**config.mk**
```make
export PLATFORM = sky130hd
export DESIGN_NAME = core_seq_ctrl
export DESIGN_NICKNAME = d
export VERILOG_FILES = /design/src/rtl/core_ctrl_pkg.sv /design/src/rtl/resp_watchdog.sv /design/src/rtl/core_seq_ctrl.sv
export SDC_FILE = /design/constraint.sdc
export NUM_CORES = 1
export LEC_CHECK = 0
export CAP_MARGIN = 10
export CORE_MARGIN = 10
export CORE_UTILIZATION = 48
export DETAILED_ROUTE_END_ITERATION = 10
export PLACE_DENSITY_LB_ADDON = 0.1
export SETUP_SLACK_MARGIN = 0.2
export SLEW_MARGIN = 30
export SYNTH_ARGS = -nofsm -noshare
export SYNTH_HDL_FRONTEND = slang
export SYNTH_SLANG_ARGS = --single-unit
```
**constraint.sdc**
```tcl
create_clock -name sys_clk -period 3.2 [get_ports sys_clk]
set_input_delay 0.8 -clock sys_clk [delete_from_list [all_inputs] [get_ports sys_clk]]
set_output_delay 0.8 -clock sys_clk [all_outputs]
set_load 0.02 [all_outputs]
```
**src/rtl/core_ctrl_pkg.sv**
```systemverilog
// Shared types and constants for the RV32E instruction sequencer.
package core_ctrl_pkg;

    localparam int unsigned INST_W = 32;
    localparam int unsigned TRAP_W = 3;
    localparam int unsigned WDOG_W = 16;

    typedef enum logic [2:0] {
        ST_IDLE   = 3'd0,
        ST_F_REQ  = 3'd1,
        ST_F_WAIT = 3'd2,
        ST_DEC    = 3'd3,
        ST_M_REQ  = 3'd4,
        ST_M_WAIT = 3'd5,
        ST_WB     = 3'd6,
        ST_HALT   = 3'd7
    } state_e;

    typedef enum logic [TRAP_W-1:0] {
        TRAP_NONE    = 3'd0,
        TRAP_EBREAK  = 3'd1,
        TRAP_ILLEGAL = 3'd2,
        TRAP_IFU_ERR = 3'd3,
        TRAP_LSU_ERR = 3'd4,
        TRAP_TIMEOUT = 3'd5
    } trap_e;

endpackage

```
**src/rtl/resp_watchdog.sv**
```systemverilog
// Response watchdog: counts cycles spent waiting and flags expiry on the TIMEOUT-th one.
module resp_watchdog
    import core_ctrl_pkg::*;
#(
    parameter int unsigned TIMEOUT = 255
) (
    input  logic sys_clk,
    input  logic sys_rst_n,
    input  logic clear,
    input  logic enable,
    output logic expired_c
);

    logic [WDOG_W-1:0] cnt_q;

    // Wait-cycle counter; held at the expiry value so it never wraps
    always_ff @(posedge sys_clk or negedge sys_rst_n) begin
        if (!sys_rst_n) begin
            cnt_q <= '0;
        end else if (clear) begin
            cnt_q <= '0;
        end else if (enable && !expired_c) begin
            cnt_q <= cnt_q + WDOG_W'(1);
        end
    end

    assign expired_c = enable && (cnt_q == WDOG_W'(TIMEOUT - 1));

endmodule

```
**src/rtl/core_seq_ctrl.sv**
```systemverilog
// Multi-cycle instruction sequencer: fetch/load-store handshakes, retire pulses, traps, counters.
module core_seq_ctrl
    import core_ctrl_pkg::*;
#(
    parameter int unsigned TIMEOUT = 255,
    parameter int unsigned CNT_W   = 32
) (
    input  logic              sys_clk,
    input  logic              sys_rst_n,
    input  logic              run_en,
    output logic              ifu_req_valid,
    input  logic              ifu_req_ready,
    input  logic              ifu_rsp_valid,
    input  logic              ifu_rsp_err,
    input  logic [INST_W-1:0] ifu_rsp_inst,
    output logic [INST_W-1:0] inst,
    input  logic              dec_ld,
    input  logic              dec_st,
    input  logic              dec_rd_wen,
    input  logic              dec_redirect,
    input  logic              dec_ebreak,
    input  logic              dec_illegal,
    output logic              lsu_req_valid,
    input  logic              lsu_req_ready,
    input  logic              lsu_rsp_valid,
    input  logic              lsu_rsp_err,
    output logic              gpr_wen,
    output logic              pc_wen,
    output logic              commit,
    output logic              halt,
    output logic [TRAP_W-1:0] trap_cause,
    output logic [CNT_W-1:0]  cycle_cnt,
    output logic [CNT_W-1:0]  instret_cnt
);

    state_e state_q;
    state_e state_d;
    trap_e  trap_d;

    logic ifu_exp_c;
    logic lsu_exp_c;
    logic ifu_wdog_clr;
    logic ifu_wdog_en;
    logic lsu_wdog_clr;
    logic lsu_wdog_en;

    logic ifu_req_valid_d;
    logic lsu_req_valid_d;
    logic commit_d;
    logic gpr_wen_d;
    logic pc_wen_d;
    logic halt_d;

    // Watchdogs restart while the request is pending and run only in the wait state
    assign ifu_wdog_clr = (state_q == ST_F_REQ);
    assign ifu_wdog_en  = (state_q == ST_F_WAIT);
    assign lsu_wdog_clr = (state_q == ST_M_REQ);
    assign lsu_wdog_en  = (state_q == ST_M_WAIT);

    resp_watchdog #(.TIMEOUT(TIMEOUT)) u_ifu_wdog (
        .sys_clk   (sys_clk),
        .sys_rst_n (sys_rst_n),
        .clear     (ifu_wdog_clr),
        .enable    (ifu_wdog_en),
        .expired_c (ifu_exp_c)
    );

    resp_watchdog #(.TIMEOUT(TIMEOUT)) u_lsu_wdog (
        .sys_clk   (sys_clk),
        .sys_rst_n (sys_rst_n),
        .clear     (lsu_wdog_clr),
        .enable    (lsu_wdog_en),
        .expired_c (lsu_exp_c)
    );

    // State register
    always_ff @(posedge sys_clk or negedge sys_rst_n) begin
        if (!sys_rst_n) begin
            state_q <= ST_IDLE;
        end else begin
            state_q <= state_d;
        end
    end

    // Next-state and trap-cause selection; a response beats a same-cycle watchdog expiry
    always_comb begin
        state_d = state_q;
        trap_d  = TRAP_NONE;
        case (state_q)
            ST_IDLE:   if (run_en) state_d = ST_F_REQ;
            ST_F_REQ:  if (ifu_req_ready) state_d = ST_F_WAIT;
            ST_F_WAIT: begin
                if (ifu_rsp_valid) begin
                    if (ifu_rsp_err) begin
                        state_d = ST_HALT;
                        trap_d  = TRAP_IFU_ERR;
                    end else begin
                        state_d = ST_DEC;
                    end
                end else if (ifu_exp_c) begin
                    state_d = ST_HALT;
                    trap_d  = TRAP_TIMEOUT;
                end
            end
            ST_DEC: begin
                if (dec_illegal) begin
                    state_d = ST_HALT;
                    trap_d  = TRAP_ILLEGAL;
                end else if (dec_ebreak) begin
                    state_d = ST_HALT;
                    trap_d  = TRAP_EBREAK;
                end else if (dec_ld || dec_st) begin
                    state_d = ST_M_REQ;
                end else begin
                    state_d = ST_WB;
                end
            end
            ST_M_REQ:  if (lsu_req_ready) state_d = ST_M_WAIT;
            ST_M_WAIT: begin
                if (lsu_rsp_valid) begin
                    if (lsu_rsp_err) begin
                        state_d = ST_HALT;
                        trap_d  = TRAP_LSU_ERR;
                    end else begin
                        state_d = ST_WB;
                    end
                end else if (lsu_exp_c) begin
                    state_d = ST_HALT;
                    trap_d  = TRAP_TIMEOUT;
                end
            end
            ST_WB:     state_d = run_en ? ST_F_REQ : ST_IDLE;
            ST_HALT:   state_d = ST_HALT;
            default:   state_d = ST_IDLE;
        endcase
    end

    // Output decode of the upcoming state, registered below so outputs track the state
    always_comb begin
        ifu_req_valid_d = (state_d == ST_F_REQ);
        lsu_req_valid_d = (state_d == ST_M_REQ);
        commit_d        = (state_d == ST_WB);
        gpr_wen_d       = commit_d && dec_rd_wen && !dec_st;
        pc_wen_d        = commit_d && dec_redirect;
        halt_d          = (state_d == ST_HALT);
    end

    // Output, instruction latch, trap and counter registers
    always_ff @(posedge sys_clk or negedge sys_rst_n) begin
        if (!sys_rst_n) begin
            ifu_req_valid <= 1'b0;
            lsu_req_valid <= 1'b0;
            commit        <= 1'b0;
            gpr_wen       <= 1'b0;
            pc_wen        <= 1'b0;
            halt          <= 1'b0;
            inst          <= '0;
            trap_cause    <= '0;
            cycle_cnt     <= '0;
            instret_cnt   <= '0;
        end else begin
            ifu_req_valid <= ifu_req_valid_d;
            lsu_req_valid <= lsu_req_valid_d;
            commit        <= commit_d;
            gpr_wen       <= gpr_wen_d;
            pc_wen        <= pc_wen_d;
            halt          <= halt_d;
            if (state_q == ST_F_WAIT && ifu_rsp_valid && !ifu_rsp_err) begin
                inst <= ifu_rsp_inst;
            end
            if (state_d == ST_HALT && state_q != ST_HALT) begin
                trap_cause <= trap_d;
            end
            if (state_q != ST_HALT) begin
                cycle_cnt <= cycle_cnt + CNT_W'(1);
            end
            if (state_q == ST_WB) begin
                instret_cnt <= instret_cnt + CNT_W'(1);
            end
        end
    end

endmodule
```
==> impl_results.md, run 1 <==
- Status: completed
- H-tree levels: 4
- Final instance area: 8578 µm²
- Met2 Track Usage GR: 28.77%
- Share of cells above drive strength 1: 11.71%
- Number of flops mapped to enable cells by yosys: 0
- Area leader, netlist: dfrtp_1
- DIE WIDTH: between 100 and 150 µm
- Post-layout util: about two thirds
- I/O Buffers: 151
- Clk_lat worst skew: 0.42 ns
- Cts bufs inserted: 17
- Antenna cell count: 0
- Total gr overflow: 0
- Final worst slack: 0.8260 ns
- Multi-input gate area: 2694 µm²
- Die Y: 134.5 µm
- Drt initial violations: 265
- Final Hold Viols: 0
- Post-route minimum period: 2.374 ns
- M3 GR Usage: 4.377%
- Startpoint Class: flop
- Hold WS: approximately 0.42 ns
- Core Region: 12720 µm²
- Num ports: 152
- Worst-margin pin slew: between 0.7 and 0.8 ns
- Synth unique cells: 52
- Top-area cell type share of the netlist area: 55.63%
- HPWL after DPL: approximately 11 mm
- Most numerous cell in the Yosys netlist: dfrtp_1
- Worst Hold Class: in2async
- Required time of the critical path: 3.53 ns
- Met1 Use GR: between 20% and 30%
- FMAX: 421.2 MHz
- Antenna violations before repair: 0
- Fin nets: 766
- Post-CTS Hold Buffers: 0
- Starting Density: 49.50%
- Placed cells: 866
- CP Capture Type: flop
- Antenna viol nets, final: 0
- Rows: 41
- Cell Pwr Density: 749.0 nW/µm²
- Post-DP Area: 8004 µm²
- Register Area: 3503 µm²
- DRC: 0
- Slew margin rel.: ~47%
- CP arrival: 2.71 ns
- GR peak layer: met2
- Sequential share of the synthesized area: 55.63%
- Drt pass-1 iters: 4
- Drt wl/cell: 16.97 µm
- Max Cap Violations: 0
- Primary FF master, synth: dfrtp_1
- Overall power: 6.425 mW
- Vias: between 4000 and 5000
- WL final: between 15 and 20 mm
- Vias per cell: 5.231
- Full die area: ~18000 µm²
- Final max-slew violation count: 0
- Layout area overhead: 36.22%
- Period utilization: between 70 and 80%
- Vias in the first global route: around 4900
- Maximum vdd drop: 0.5100 mV
- Clk_skew: 0.005187 ns
- CTS Root Buffer Type: clkbuf_16
- Largest cells by area after synthesis: dfrtp_1 (56%), xnor2_1 (8.2%), mux2_2 (6.1%)
- Postcts setup bufs: 0
- RSZ-0062 raised after global routing: false
- Syn Nets: 605
- Cells after synthesis: 552
- Finished Layout Cells: 898
- Synthesized area: ~6300 µm²
- First-pass GRT wire length: 24.95 mm
- Leak: 3.729 nW
- Synth Register Bits: 140
- Mean Syn Cell Area: 11.41 µm²
- Ys async rst share: 100.0%
- Crit path max fanout: 21
- Post-synth top cells: dfrtp_1 (140), xnor2_1 (59), nor2_1 (49)
- Pin count of the biggest net entering global routing: 77
- CTS tree: yes
- Setup TNS Final: 0 ns
- GPL Wtd Cong: slightly above 0.8
- Setup violators final: 0
- CTS Buffer Depth: 2
- Pre-CTS setup slack: just over 0.5 ns
- Post-CTS Resized: 0
- Fill count: a little under 1000
- Clk slew on worst S/H paths: 0.06 ns
- GRT Total Usage: between 10% and 20%
- Total clock sinks: 140
- Kind of critical path: reg2reg
- Number of synthesis warnings: 0
## registers in the layout (all words and copies together), names as in the netlist
register and count:
trap_cause 3, gpr_wen 1, inst 32, u_lsu_wdog.cnt_q 16, cycle_cnt 32, ifu_req_valid 1
lsu_req_valid 1, commit 1, instret_cnt 32, halt 1, pc_wen 1, u_ifu_wdog.cnt_q 16
state_q 3
## kinds of logic after synthesis
logic type | Yosys count | share of synthesized area [%]
and+or+nand+nor | 227 | 19.65
DFF | 140 | 55.63
xor gates and xnor gates | 86 | 11.96
AOI/OAI and AO/OA | 34 | 3.895
muxes | 34 | 6.080
buffers and inverters | 25 | 1.589
adders and majority gates | 6 | 1.192
## layer usage
metal	vias up	share of wire [%]
met3	22	4.5
met1	2317	43
met4	0	1.8
li1	2243	-
met2	115	50
met5	-	0
## cell usage in the layout (no fill, tap or decap), types with 6 or more instances in the layout
cell / count
mux2_2: 34
and4_1: 9
nor3_1: 12
ha_1: 6
clkdlybuf4s50_1: 150
dfrtp_1: 140
nand4_1: 21
xor2_1: 27
and3_1: 20
inv_1: 11
a21oi_1: 6
nand3_1: 31
xnor2_1: 59
nor2_1: 49
clkbuf_16: 17
o21ai_0: 12
nand2_1: 45
## critical path, cell delays in order (launching register included)
cell,delay [ns]
dfrtp_1,0.59
and3_1,0.35
nor4b_2,0.49
and2b_1,0.30
nand4_2,0.22
nor2_1,0.17
xor2_1,0.17
## power by group
part	switching (mW)	leakage (nW)	internal, mW	total [mW]
logic	1.07	1.59	1.02	2.09
clock network	0.720	0.278	1.15	1.87
registers	0.336	1.86	2.13	2.47
total	2.13	3.73	4.30	6.42
## area by class of cell
class,count,area share [%]
clock buffer,22,5.645
clock inverter,10,1.050
inverter,11,0.4813
multi-input combinational,387,31.40
sequential,140,40.84
tap,172,2.509
timing repair buffer,156,18.07
## worst paths after layout
path | cells after the start | startpoint | end | slack, ns
min in group sys_clk | 1 | instret_cnt[31] | instret_cnt[31] | 0.47
hold reg to reg | 1 | instret_cnt[31] | instret_cnt[31] | 0.47
max in group asynchronous | 2 | sys_rst_n | inst[7] | 1.96
setup / recovery | 6 | state_q[0] | cycle_cnt[29] | 0.83
hold / removal | 1 | sys_rst_n | cycle_cnt[17] | 0.42
setup reg to reg | 6 | state_q[0] | cycle_cnt[29] | 0.83
Note: power is estimated with default switching activity, not from simulation.
==> run 2: changes to the inputs <==
Settings changed: CORE_UTILIZATION 48 to 45.
Clock period 3.2 ns to 2 ns, I/O delays scaled along.
==> run 2 against run 1 <==
  * Count of clock-buffer cells in the layout down 5
  * Final cell count up 7.5%
  * Flip-flop and latch count unchanged
  * Setup slack worse by 0.81 ns
  * Sequential share of layout area down 3.1 points
  * Critical path depth up 2
  * Die area up 5.7%
  * Sequential power up 55%
  * Critical path type unchanged
==> impl_results.md, run 2 (synthesized netlist as in run 1, its figures left out) <==
- Status: completed
- Starting Density: 45.72%
- Met1 wire length: a little over 7 mm
- Clk_skew: 0.005797 ns
- Kind of critical path: reg2reg
- Antenna cell count: 0
- I/O Buffers: 151
- CP Capture Type: flop
- Antenna violations before repair: 0
- RSZ-0062 raised after global routing: true
- Placed cells: 909
- Max Cap Violations: 0
- Cts bufs inserted: 17
- Vias: between 4000 and 5000
- Drt wl/cell: 17.29 µm
- Top Registers: cycle_cnt: 32 flops, inst: 32 flops, instret_cnt: 32 flops
- Worst R2R Setup Slack: ~0.019 ns
- Layout area overhead: 47.71%
- GPL Wtd Cong: about 0.82
- Final max-slew violation count: 0
- Full die area: 19130 µm²
- WL final: approximately 17 mm
- Core Region: about 14000 µm²
- Leak: 4.507 nW
- Setup violators final: 0
- Rows: 43
- Slew margin rel.: 68.48%
- Share of cells above drive strength 1: approximately a quarter
- Pin count of the biggest net entering global routing: 49
- CTS Root Buffer Type: clkbuf_16
- DRC: 0
- Clk slew on worst S/H paths: 0.06 ns
- Drt pass-1 iters: 4
- DR top layer: met4
- Total clock sinks: 140
- Antenna viol nets, final: 0
- Final Hold Viols: 0
- Pre-CTS setup slack: -0.3262 ns
- Maximum vdd drop: 0.7200 mV
- Period utilization: between 90% and 100%
- Worst-margin pin slew: ~0.47 ns
- Met3 WL post-DR: 684 µm
- GRT Total Usage: 17.25%
- Cell Pwr Density: 1184 nW/µm²
- Cells on worst reg2reg path: 8
- Num ports: 152
- Startpoint Class: flop
- Vias per cell: roughly 5.1
- HPWL after DPL: 11.92 mm
- Total gr overflow: 0
- Worst Hold Class: in2async
- Die Y: 138.3 µm
- Clk_lat worst skew: 0.42 ns
- Crit path max fanout: 3
- Most frequent cells in the layout: dfrtp_1 (131), dlygate4sd2_1 (104), xnor2_1 (56), buf_4 (56), clkdlybuf4s50_1 (45)
- FMAX: 504.8 MHz
- Fill count: 1095
- CTS Buffer Depth: 2
- CP arrival: 2.28 ns
- Post-CTS Hold Buffers: 0
- Finished Layout Cells: 965
- Post-route minimum period: a little under 2 ns
- Drt initial violations: between 200 and 300
- First-pass GRT wire length: between 20 and 30 mm
- Commonest non-fill, non-tap cell in the layout: dfrtp_1
- DIE WIDTH: 138.3 µm
- Final worst slack: 0.01896 ns
- Hold WS: 0.02004 ns
- Setup TNS Final: 0 ns
- CTS tree: yes
- Vias in the first global route: approximately 5100
- Fin nets: 827
- Routed met2 length: around 8.4 mm
- H-tree levels: 4
- Required time of the critical path: 2.30 ns
[run 2: changes by cell type in the layout (fill, tap and decap cells not counted), sizes merged]
cell,previous run,this run
dlygate4sd2,0,104
clkbuf,22,18
clkdlybuf4s15,0,1
clkinv,6,8
clkinvlp,3,2
bufinv,1,3
clkdlybuf4s50,150,45
buf,6,66
[run 2: final cells by class]
| type | instances | area [µm²] | share of cell area (%) |
|---|---|---|---|
| Clock buffer | 17 | 425.4 | 4.574 |
| Timing Repair Buffer | 217 | 1964 | 21.12 |
| Tap cell | 180 | 225.2 | 2.421 |
| Multi-Input combinational cell | 387 | 2978 | 32.02 |
| Sequential cell | 140 | 3515 | 37.79 |
| Clock inverter | 13 | 152.6 | 1.641 |
| Inverter | 11 | 41.29 | 0.4439 |
[run 2: per-layer routing]
layer  vias up  GRT usage [%]
met4         0          6.937
li1       2375              -
met1      2433          20.88
met3        29          4.760
met2       106          28.44
met5         -              0
[run 2: final timing paths]
path | from | end
setup / recovery | u_ifu_wdog.cnt_q[0] | trap_cause[0]
hold reg to reg | instret_cnt[31] | instret_cnt[31]
min in group sys_clk | instret_cnt[31] | instret_cnt[31]
setup reg to reg | u_ifu_wdog.cnt_q[0] | trap_cause[0]
max in group asynchronous | sys_rst_n | state_q[1]
hold / removal | sys_rst_n | cycle_cnt[15]
[run 2: worst max-delay path: stages, from the launching register on]
cell      delay [ns]
dfrtp_1         0.38
inv_1           0.06
ha_1            0.14
and4b_1         0.22
nand4_2         0.13
a221o_1         0.39
o311ai_4        0.10
nand4_4         0.15
a211o_1         0.29
[run 2: power breakdown]
part | total (mW) | switching (mW) | internal, mW
clock | 3.12 | 1.19 | 1.93
sequential | 3.83 | 0.406 | 3.42
combinational | 4.06 | 2.11 | 1.94
[run 2: metrics by stage]
| step | power, mW | util (%) | cell area [µm²] |
|---|---|---|---|
| after floorplan | 5.850 | - | 6347 |
| after global placement | 7.637 | 60.82 | 8377 |
| after detailed placement | 7.734 | 60.82 | 8377 |
| after CTS | 10.76 | 65.61 | 9036 |
| after global routing | 11.60 | 67.53 | 9301 |
| final | 11.01 | 67.53 | 9301 |
[run 2: timing repair]
item                       CTS  global route
hold endpoints to repair     0             0
gates cloned                 1             1
setup endpoints to repair  146            79
pin swaps                   11            19
setup buffers               11            13
gates resized for setup    139            40
==> variant 1 (settings of run 2) <==
Make the reset (`sys_rst_n`) synchronous in 3 clocked blocks.
--- a/src/rtl/resp_watchdog.sv
+++ b/src/rtl/resp_watchdog.sv
@@ -15,5 +15,5 @@
 
     // Wait-cycle counter; held at the expiry value so it never wraps
-    always_ff @(posedge sys_clk or negedge sys_rst_n) begin
+    always_ff @(posedge sys_clk) begin
         if (!sys_rst_n) begin
             cnt_q <= '0;
--- a/src/rtl/core_seq_ctrl.sv
+++ b/src/rtl/core_seq_ctrl.sv
@@ -75,5 +75,5 @@
 
     // State register
-    always_ff @(posedge sys_clk or negedge sys_rst_n) begin
+    always_ff @(posedge sys_clk) begin
         if (!sys_rst_n) begin
             state_q <= ST_IDLE;
@@ -147,5 +147,5 @@
 
     // Output, instruction latch, trap and counter registers
-    always_ff @(posedge sys_clk or negedge sys_rst_n) begin
+    always_ff @(posedge sys_clk) begin
         if (!sys_rst_n) begin
             ifu_req_valid <= 1'b0;
Check against the original RTL: differs if sys_rst_n is asserted again (counterexample within 4 cycles, from zero or initial values and one cycle with sys_rst_n low); with sys_rst_n held inactive, the same outputs for 10 cycles.
==> variant 1 against run 2 <==
Maximum frequency rose by 7.4%; via count rose by 15%; clock skew rose by 4.3 ps; setup slack improved by 140 ps; sequential share of layout area fell by 7.6 points; critical path type unchanged; area after synthesis rose by 1.8%; worst hold slack improved by 430 ps; critical path depth fell by 1; sequential cell count did not move; routed wire length rose by 2.8%; design area rose by 1.1%.
Power is not compared: it rests on default switching activity, and its combinational part moved more than twofold at a synthesized area within 25%.
==> variant 1: results (changes against run 2) <==
----------------------------------------------------
[Status]
  Outcome ... complete, no violations (unchanged)

[Cells and area]
  Clock-cell share of area ... 0.06850 (was 0.06215)
  Flip-flop and latch area ... 0.002835 mm² (was 0.003515 mm²)
  Non-clock buffering overhead in the final layout ... 0.2116 (was 0.2112)
  Register share of the cell area ... 0.3014 (was 0.3779)
  Nonclk buf count ... 222 (was 217)
  Area growth from synthesis to layout ... 46.72% (was 47.71%)
  Non-clock inverter count in the final layout ... 13 (was 11)

[Route]
  Number of vias in the routed layout ... 5676 (was 4943)
  Detailed-route wire length ... 17.15 mm (was 16.69 mm)
  Average detailed-routed wire length per instance ... 15.24 µm (was 17.29 µm)
  Routed length on met3 ... 898 µm (was 684 µm)
  Met1 wire length ... 7.188 mm (was 7.223 mm)
  1st-iter DRT viols ... 210 (was 269)

[Worst setup path]
  Worst-path fanout max ... 5 (was 3)
  R2r setup slk ... 160 ps (was 20 ps)
  Data arrival time of the critical path ... 2130 ps (was 2280 ps)
  FF-to-FF path depth ... 7 (was 8)
  Slowest stage delay, CP ... 550 ps (was 390 ps)
  Slowest stage cell on the critical path ... sky130_fd_sc_hd__or4_4 (was sky130_fd_sc_hd__a221o_1)

[Synthesis]
  Share of synthesized area occupied by flip-flops and latches ... 0.4372 (was 0.5563)
  Gate Count Post-Synth ... 721 (was 552)
  Synth cell types ... 60 (was 52)
  Number of nets in the synthesized netlist ... 774 (was 605)
  Ys flop type ... sky130_fd_sc_hd__dfxtp_1 (was sky130_fd_sc_hd__dfrtp_1)
  Synth area leaders ... sky130_fd_sc_hd__dfxtp_1, sky130_fd_sc_hd__xnor2_1, sky130_fd_sc_hd__nand2_1 (was sky130_fd_sc_hd__dfrtp_1, sky130_fd_sc_hd__xnor2_1, sky130_fd_sc_hd__mux2_2)

[Clocking]
  Gates resized, CTS repair ... 130 (was 139)

[Timing]
  Crit path time final ... 1844 ps (was 1981 ps)
  Setup clock skew after layout ... 10.06 ps (was 5.797 ps)

[Hold path]
  Worst hold-check path type ... reg -> reg (was in -> async)

[Place]
  Final HPWL from detailed placement ... 12.52 mm (was 11.92 mm)
  Post-Place Cells ... 1074 (was 909)

----------------------------------------------------
-- variant 1: cell types whose count changed after synthesis, moves of 4 or more --
cell                       change
sky130_fd_sc_hd__clkbuf_8      +5
sky130_fd_sc_hd__dfrtp_1     -140
sky130_fd_sc_hd__nand2_1      +70
sky130_fd_sc_hd__a21boi_0     +36
sky130_fd_sc_hd__clkbuf_1      +8
sky130_fd_sc_hd__xnor2_1       -4
sky130_fd_sc_hd__o21ai_0       +5
sky130_fd_sc_hd__dfxtp_1     +140
sky130_fd_sc_hd__and2_1       +55
sky130_fd_sc_hd__or3_1         +8
sky130_fd_sc_hd__nand4_1       +8
sky130_fd_sc_hd__mux2_2       -34
sky130_fd_sc_hd__nor2b_1       +4
sky130_fd_sc_hd__and3_1       -11
-- variant 1: cell families (layout without fill, tap and decap cells) --
group / after synthesis / in the layout / synth area share
AO/OA/AOI/OAI: 77 / 77 / 0.08256
XOR/XNOR: 81 / 81 / 0.1107
adder cells (fa/ha/maj): 6 / 6 / 0.01171
buffers and inverters: 43 / 267 / 0.03513
flip-flops: 140 / 140 / 0.4372
multiplexers: 1 / 1 / 0.001561
AND/OR/NAND/NOR: 373 / 373 / 0.3212
-- variant 1: how the worst max path moves through the flow --
| stage | startpoint | end | depth (start not counted) |
|---|---|---|---|
| 5_1_grt | u_ifu_wdog.cnt_q[11] | trap_cause[2] | 7 |
| 3_5_place_dp | dec_ebreak | lsu_req_valid | 6 |
| 2_1_floorplan | state_q[2] | instret_cnt[27] | 8 |
| 3_3_place_gp | lsu_rsp_valid | trap_cause[0] | 7 |
| 6_report | u_ifu_wdog.cnt_q[11] | trap_cause[2] | 7 |
| 4_1_cts | u_ifu_wdog.cnt_q[11] | trap_cause[2] | 7 |
==> variant 2 (flow settings as in run 2) <==
Without the edit above. Set the parameter `CNT_W` to 64 (it was 32).
--- a/src/rtl/core_seq_ctrl.sv
+++ b/src/rtl/core_seq_ctrl.sv
@@ -4,5 +4,5 @@
 #(
     parameter int unsigned TIMEOUT = 255,
-    parameter int unsigned CNT_W   = 32
+    parameter int unsigned CNT_W   = 64
 ) (
     input  logic              sys_clk,
Interface: changed (resized cycle_cnt and instret_cnt); port bits go from 152 to 216. The function was not compared with the original's and may differ.
==> variant 2 against run 2 <==
Clock skew increased by 7.8 ps; setup slack worse by 180 ps; sequential cell count up 64; clock power grew 43%; critical endpoint unchanged; design area is 56% higher; first-iteration DRC count is 25% higher; highest routed layer unchanged; core utilization increased by 4.2 points; sequential share of layout area down 2.3 points; synthesized cell count up 51%; total power increased by 24%; the run now ends with setup timing left; routed wire length increased by 57%; area after synthesis up 46%.
==> variant 2: results (changes against run 2) <==
----------------------------------------------------
[Status]
  Outcome ... finished with violations (was complete, no violations)
  Violated checks ... setup timing

[Place]
  Weighted congestion at the end of routability-driven global placement ... 0.8594 (was 0.8186)
  Placed instance area ... 0.01257 mm² (was 0.008377 mm²)
  Final HPWL from detailed placement ... 18.13 mm (was 11.92 mm)

[Cells and area]
  Non-clock inverter count in the final layout ... 24 (was 11)
  Footprint of the multi-input gates ... 0.004835 mm² (was 0.002978 mm²)
  Cell Count, Final, Fillers Out ... 1505 (was 965)
  Utilization after layout ... 0.7178 (was 0.6753)
  Number of filler cells placed in the layout ... 1480 (was 1095)
  Share of final-layout standard cells stronger than drive strength 1 ... 0.3927 (was 0.2611)
  FFs & Latches ... 204 (was 140)
  Total of clock buffers placed in the layout ... 34 (was 17)
  Layout Nets ... 1272 (was 827)

[Synthesis]
  Number of nets in the synthesized netlist ... 887 (was 605)
  Share of synthesized area occupied by flip-flops and latches ... 0.5545 (was 0.5563)
  Synth cell types ... 57 (was 52)

[Timing]
  Worst setup margin ... -158.2 ps (was 18.96 ps)
  Final TNS setup ... -1376 ps (was 0 ps)
  Number of failing setup endpoints in the final timing report ... 20 (was 0)
  Transition time at the pin with the least slew margin ... 574.3 ps (was 472.8 ps)
  Final hold slack ... 464.4 ps (was 20.04 ps)

[Pwr]
  Overall power consumption ... 13.62 mW (was 11.01 mW)
  Power drawn by the clock network ... 4.45 mW (was 3.12 mW)
  Switching power ... 4.182 mW (was 3.711 mW)
  Static Leakage ... 7.153 nW (was 4.507 nW)
  Maximum resistive drop on vdd ... 0.0008686 V (was 0.0007200 V)

[Route]
  1st-iter DRT viols ... 337 (was 269)
  Detailed-route wire length ... 26.21 mm (was 16.69 mm)
  Number of vias in the routed layout ... 7660 (was 4943)

[Worst setup path]
  Category of cells accounting for the largest share of critical-path delay ... simple AND/OR/NAND/NOR gates (was compound AO/OA/AOI/OAI gates)

[Clocking]
  CTS max path bufs ... 3 (was 2)
  CTS buffer count ... 23 (was 17)
  Gates resized, CTS repair ... 376 (was 139)

[GRT]
  Overall routing resource usage ... 0.1836 (was 0.1725)

----------------------------------------------------
==> variant 2: cell types whose count changed after synthesis, sizes merged, moves of 18 or more <==
cell / change
dfrtp: +64
xnor2: +42
nand3: +28
nand2: +23
xor2: +21
nor2: +18
==> variant 2: routing by layer <==
| layer | part of all wire | wire length (µm) | up-vias |
|---|---|---|---|
| met3 | 0.049 | 1284 | 43 |
| met1 | 0.41 | 10850 | 3798 |
| met4 | 0.023 | 605 | 0 |
| met2 | 0.51 | 13470 | 164 |
| li1 | - | - | 3655 |
| met5 | 0 | 0 | - |
==> variant 2: cells by family (layout without fill, tap and decap cells) <==
family,after synthesis,count (layout),share of synthesized area
adder cells (fa/ha/maj),6,6,0.008154
buffers and inverters,47,448,0.02256
AND/OR/NAND/NOR,353,353,0.2016
XOR/XNOR,149,149,0.1426
AO/OA/AOI/OAI,38,38,0.02582
flip-flops,204,204,0.5545
multiplexers,37,37,0.04485
